==> config.mk <==
export PLATFORM = sky130hd
export DESIGN_NAME = issue_scheduler
export DESIGN_NICKNAME = d
export VERILOG_FILES = /design/src/rtl/issue_scheduler.sv
export SDC_FILE = /design/constraint.sdc
export NUM_CORES = 1
export LEC_CHECK = 0
export CORE_AREA = 2 2 103 115
export DETAILED_ROUTE_END_ITERATION = 10
export DIE_AREA = 0 0 105 117
export PLACE_DENSITY = 0.76
export REMOVE_ABC_BUFFERS = 1
export SLEW_MARGIN = 20
export SYNTH_ARGS = -nofsm -noshare
export SYNTH_HDL_FRONTEND = slang
export SYNTH_SLANG_ARGS = --single-unit
==> constraint.sdc <==
create_clock -name clk -period 2.95 [get_ports clk]
set_input_delay 0.59 -clock clk [delete_from_list [all_inputs] [get_ports clk]]
set_output_delay 0.59 -clock clk [all_outputs]
set_load 0.05 [all_outputs]
==> src/rtl/issue_scheduler.sv <==
// Issue controller for the 16-bit pipeline: routes decoded instructions to the
// 1-stage ALU or 4-stage multiplier path, stalling on RAW/WAW and write-port collisions.
module issue_scheduler #(
  parameter int ALU_LAT = 2,
  parameter int MUL_LAT = 5,
  parameter int CNT_W   = 16
) (
  input  logic             clk,
  input  logic             reset,
  input  logic             dec_valid,
  input  logic [15:0]      dec_instr,
  output logic             stall,
  output logic             issue_alu,
  output logic             issue_mul,
  output logic             illegal,
  output logic             wb_valid,
  output logic [3:0]       wb_dest,
  output logic [CNT_W-1:0] stall_count
);

  localparam logic [2:0] ALU_L3 = 3'(ALU_LAT);
  localparam logic [2:0] MUL_L3 = 3'(MUL_LAT);

  logic [3:0] op, rd, rs1, rs2;
  logic       is_alu_reg, is_alu_imm, is_alu, is_mul, is_ill, is_nop;
  logic       raw, waw, collide;

  logic [2:0]       pend [16];
  // One spare slot above the multiplier insert point so its collision check has a real slot to read.
  logic [MUL_LAT:0] wb_sched;
  logic [3:0]       wb_tag [MUL_LAT+1];

  assign op  = dec_instr[15:12];
  assign rd  = dec_instr[11:8];
  assign rs1 = dec_instr[7:4];
  assign rs2 = dec_instr[3:0];

  always_comb begin
    is_alu_reg = 1'b0;
    is_alu_imm = 1'b0;
    is_mul     = 1'b0;
    is_ill     = 1'b0;
    case (op)
      4'h1, 4'h2, 4'h4, 4'h5, 4'h6:       is_alu_reg = 1'b1;
      4'h3, 4'h7, 4'h8, 4'h9, 4'hA, 4'hB: is_alu_imm = 1'b1;
      4'hC:                               is_mul     = 1'b1;
      4'hD, 4'hE, 4'hF:                   is_ill     = 1'b1;
      default: ;
    endcase
  end

  assign is_alu = is_alu_reg | is_alu_imm;
  assign is_nop = ~(is_alu | is_mul);

  // Immediate ops carry the immediate in [7:4], so rs1 is only checked for register forms.
  assign raw     = (pend[rs2] != 3'd0) | ((is_alu_reg | is_mul) & (pend[rs1] != 3'd0));
  assign waw     = (pend[rd] != 3'd0);
  assign collide = is_alu ? wb_sched[ALU_LAT] : wb_sched[MUL_LAT];

  assign stall     = dec_valid & ~is_nop & (raw | waw | collide);
  assign issue_alu = dec_valid & is_alu & ~stall;
  assign issue_mul = dec_valid & is_mul & ~stall;

  assign wb_valid = wb_sched[0];
  assign wb_dest  = wb_tag[0];

  always_ff @(posedge clk) begin
    if (reset) begin
      for (int r = 0; r < 16; r++) pend[r] <= 3'd0;
      for (int k = 0; k <= MUL_LAT; k++) wb_tag[k] <= 4'd0;
      wb_sched    <= '0;
      stall_count <= '0;
      illegal     <= 1'b0;
    end else begin
      for (int r = 0; r < 16; r++) begin
        if ((issue_alu | issue_mul) && (rd == 4'(r)))
          pend[r] <= issue_mul ? MUL_L3 : ALU_L3;
        else if (pend[r] != 3'd0)
          pend[r] <= pend[r] - 3'd1;
      end

      for (int k = 0; k < MUL_LAT; k++) begin
        wb_sched[k] <= wb_sched[k+1];
        wb_tag[k]   <= wb_tag[k+1];
      end
      wb_sched[MUL_LAT] <= 1'b0;
      wb_tag[MUL_LAT]   <= 4'd0;
      if (issue_alu) begin
        wb_sched[ALU_LAT-1] <= 1'b1;
        wb_tag[ALU_LAT-1]   <= rd;
      end
      if (issue_mul) begin
        wb_sched[MUL_LAT-1] <= 1'b1;
        wb_tag[MUL_LAT-1]   <= rd;
      end

      if (stall && (stall_count != {CNT_W{1'b1}}))
        stall_count <= stall_count + 1'b1;

      illegal <= dec_valid & is_ill;
    end
  end

endmodule

==> out/metrics.yaml <==
timing:
  drv_slew: 0
  fin_setup_tns_ns: -0.420
  fin_crit_ns: 3.10
  setup_slack_ns: -0.153
  relSlewSlack: 0.594
  rsz0062_at_grt: "true"
  max_freq_ghz: 0.322
  hold_violations: 0
  fin_crit_sh: 1.05
  whs_ns: 0.433
  setup_viol: 10
  tightest_slew_ns: 0.605
  fin_skew_ns: 0.00557
cts:
  clk_pin_slew_ns: 0.07
  clk_latency_ns: 0.35
  clockBufferDepth: 2
  clock-sinks: 90
  ctsHoldBuffers: 0
  cts-root-buf: "clkbuf_16"
  htree_levels: 3
  numCtsBuffers: 9
  cts_tree: "built"
grt:
  overflow: 0
  grt_start_max_net_pins: 33
  grt_pass1_wl_mm: 27.2
  grt_use_total: 0.279
  grt_pass1_vias: 5565
  antenna_found_initial: 0
logic_synthesis:
  synth_top_family_by_area: "simple AND/OR/NAND/NOR gates"
  synth_ff_type: "edfxtp_1"
  synth.area.mux_share: 0.0602
  syn_area_per_cell_um2: 9.11
  synth-warning-count: 0
  synth-seq-area-share: 0.388
  synth_xor_area_frac: 0.00298
  ys_ff_latch: 90
  async_flop_share: 0
  synth_top_area_cell: "edfxtp_1"
  synth_compound_area_frac: 0.152
  synthSimpleGateAreaFrac: 0.260
  syn_inst: 646
  synthAdderAreaFrac: 0.0702
  synth_top_area_share: 0.245
  synth.distinct_cells: 65
  synth_edf_count: 48
  synth_area_leaders: "edfxtp_1 25%, dfxtp_1 14%, ha_1 7.0%, nor2b_1 3.4%, inv_1 3.1%"
  syn_area_um2: 5880
placed_design:
  port_buffers: 43
  gp_congestion: 0.985
  dp_hpwl_mm: 11.4
  placed_cells: 883
  preCtsSetupSlack_ns: -0.652
layout:
  final_core_utilization: 0.685
  instances_no_fill: 908
  drive_gt1_frac: 0.237
  nets: 805
  area_growth_pct: 30.2
  diodes: 0
  fill_cells: 891
worst_setup_path:
  path_class: "input port to output pin"
  r2r-end: "pend[0][1]$_SDFFCE_PN0P_"
  rrSetupSlack_ns: -0.02
  cp_max_fo: 4
  reg2reg_from: "pend[10][1]$_SDFFCE_PP0P_"
  crit_required_ns: 2.36
  cp-start-kind: "input port"
  r2r_cells: 10
  crit_arrival_ns: 2.51
  end_kind: "output pin"
min_path:
  hp-class: "flip-flop to flip-flop"
  worstHoldStart: "wb_tag[4][2]$_DFF_P_"
  min_path_cells: 1
  whs_endpoint: "wb_tag[3][2]$_DFF_P_"
pwr:
  seqPwrFrac: 0.339
  power.density_nw_per_um2: 798
  swShare: 0.394
  p_switching_mw: 2.41
  combPwrFrac: 0.474
  ir_drop_uv: 377
  intPower_mw: 3.70
  p_leak_nw: 3.01
  pwr-share-clk: 0.187
drt:
  num_vias: 5616
  drtAntennaViolNets: 0
  firstDrtPassIters: 5
  drt_iter0_markers: 425
  wl_per_cell_um: 18.7
  drc: 0
  vias_per_cell: 6.19
  finalWirelength_mm: 17.0
flow_run:
  maxCapViolCount: 0
die:
  dieWidth_um: 105
  ios: 44
  coreArea_um2: 11200
  die_h_um: 117
  fp.dieArea_um2: 12300
  rows: 41
  start_util: 0.526
outcome:
  violations: "negative setup slack"
  status: "finished, violations left"
routing by layer:
layer / share of wire / track usage / routed length, µm / vias up
met1: 0.40 / 0.319 / 6800 / 2673
met3: 0.066 / 0.0554 / 1130 / 61
met4: 0.041 / 0.148 / 690 / 0
met5: 0 / 0 / 0 / -
met2: 0.49 / 0.497 / 8370 / 254
li1: - / - / - / 2628
registers in the layout, indices dropped and copies added (netlist names):
register	count
wb_tag	20
pend	48
illegal	1
stall_count	16
wb_sched	5
cell type report:
type	instances	area (µm²)	area share
Clock buffer	10	239	0.0312
Clock inverter	6	58.8	0.00768
Inverter	48	183	0.0239
Multi-Input combinational cell	468	3500	0.458
Sequential cell	90	2280	0.298
Tap cell	150	188	0.0245
Timing Repair Buffer	136	1200	0.157
placed cells by master (no fill, tap or decap), types with 9 or more instances in the layout:
cell | synthesis | final
o31ai_1 | 9 | 9
nand3_1 | 33 | 33
clkdlybuf4s50_1 | 0 | 25
nand2b_1 | 9 | 9
ha_1 | 33 | 33
nand4_1 | 17 | 17
clkbuf_16 | 0 | 10
inv_1 | 48 | 46
or4_1 | 12 | 11
nor3_1 | 34 | 29
dfxtp_1 | 42 | 42
o21ai_0 | 23 | 21
buf_4 | 4 | 84
mux2_1 | 9 | 9
nand2_1 | 28 | 28
edfxtp_1 | 48 | 48
o41ai_1 | 15 | 12
a21oi_1 | 24 | 17
nor2b_1 | 32 | 32
and3_1 | 13 | 13
nor2_1 | 48 | 47
mux2i_1 | 14 | 14
power by group through the flow:
stage / Clock (mW) / Combinational, mW / Sequential, mW
2_1_floorplan: 0 / 1.63 / 2.01
3_3_place_gp: 0 / 2.36 / 2.03
3_5_place_dp: 0 / 2.49 / 2.05
4_1_cts: 1.16 / 2.63 / 2.04
5_1_grt: 1.21 / 3.17 / 2.10
6_report: 1.14 / 2.90 / 2.07
synth_stat cells, types with 8 or more instances:
library cell	number
o41ai_1	15
nor2b_1	32
a21oi_1	24
o31ai_1	9
nand3_1	33
mux2_1	9
inv_1	48
nor2_1	48
nand2b_1	9
buf_2	9
and3_1	13
ha_1	33
or4_1	12
o21ai_0	23
mux2i_1	14
nand4_1	17
or3_1	11
nand2_1	28
clkbuf_1	22
dfxtp_1	42
nor4_1	13
mux2_2	8
edfxtp_1	48
nor3_1	34
worst max path at each step:
stage / from / to / slack, ns / depth (start not counted)
after detailed placement: dec_instr[5] / stall_count[9]$_SDFFE_PP0P_ / -0.65 / 9
after global placement: dec_instr[5] / issue_mul / -0.59 / 9
after CTS: pend[10][1]$_SDFFCE_PP0P_ / issue_mul / -0.12 / 7
after global routing: pend[10][1]$_SDFFCE_PP0P_ / issue_mul / -0.25 / 7
final: dec_instr[9] / issue_mul / -0.15 / 8
after floorplan: dec_instr[13] / issue_mul / -0.58 / 6
through the flow:
stage,cell area [µm²],power [mW]
5_1_grt,7660,6.48
2_1_floorplan,5670,3.64
6_report,7660,6.11
4_1_cts,7430,5.83
3_3_place_gp,6960,4.39
3_5_place_dp,6960,4.54
logic make-up (layout without fill, tap and decap cells):
group	after synthesis	after routing
buf+inv	88	200
fa+ha+maj	33	33
mux	32	32
flops	90	90
compound gates	125	125
xor+xnor	2	2
simple gates	276	276
timing repair:
item	in CTS	in global routing
gates resized for setup	49	41
cloned	1	1
setup buffers	5	3
setup endpoints to repair	113	80
pin swaps	9	17
critical path, cell delays in order:
cell and delay (ns):
clkdlybuf4s15_1 0.24, or4b_1 0.45, a32o_2 0.29, nor4_2 0.17
o31a_2 0.28, nand3_4 0.14, nor2_4 0.19, buf_12 0.16
(Power assumes the default switching activity.)
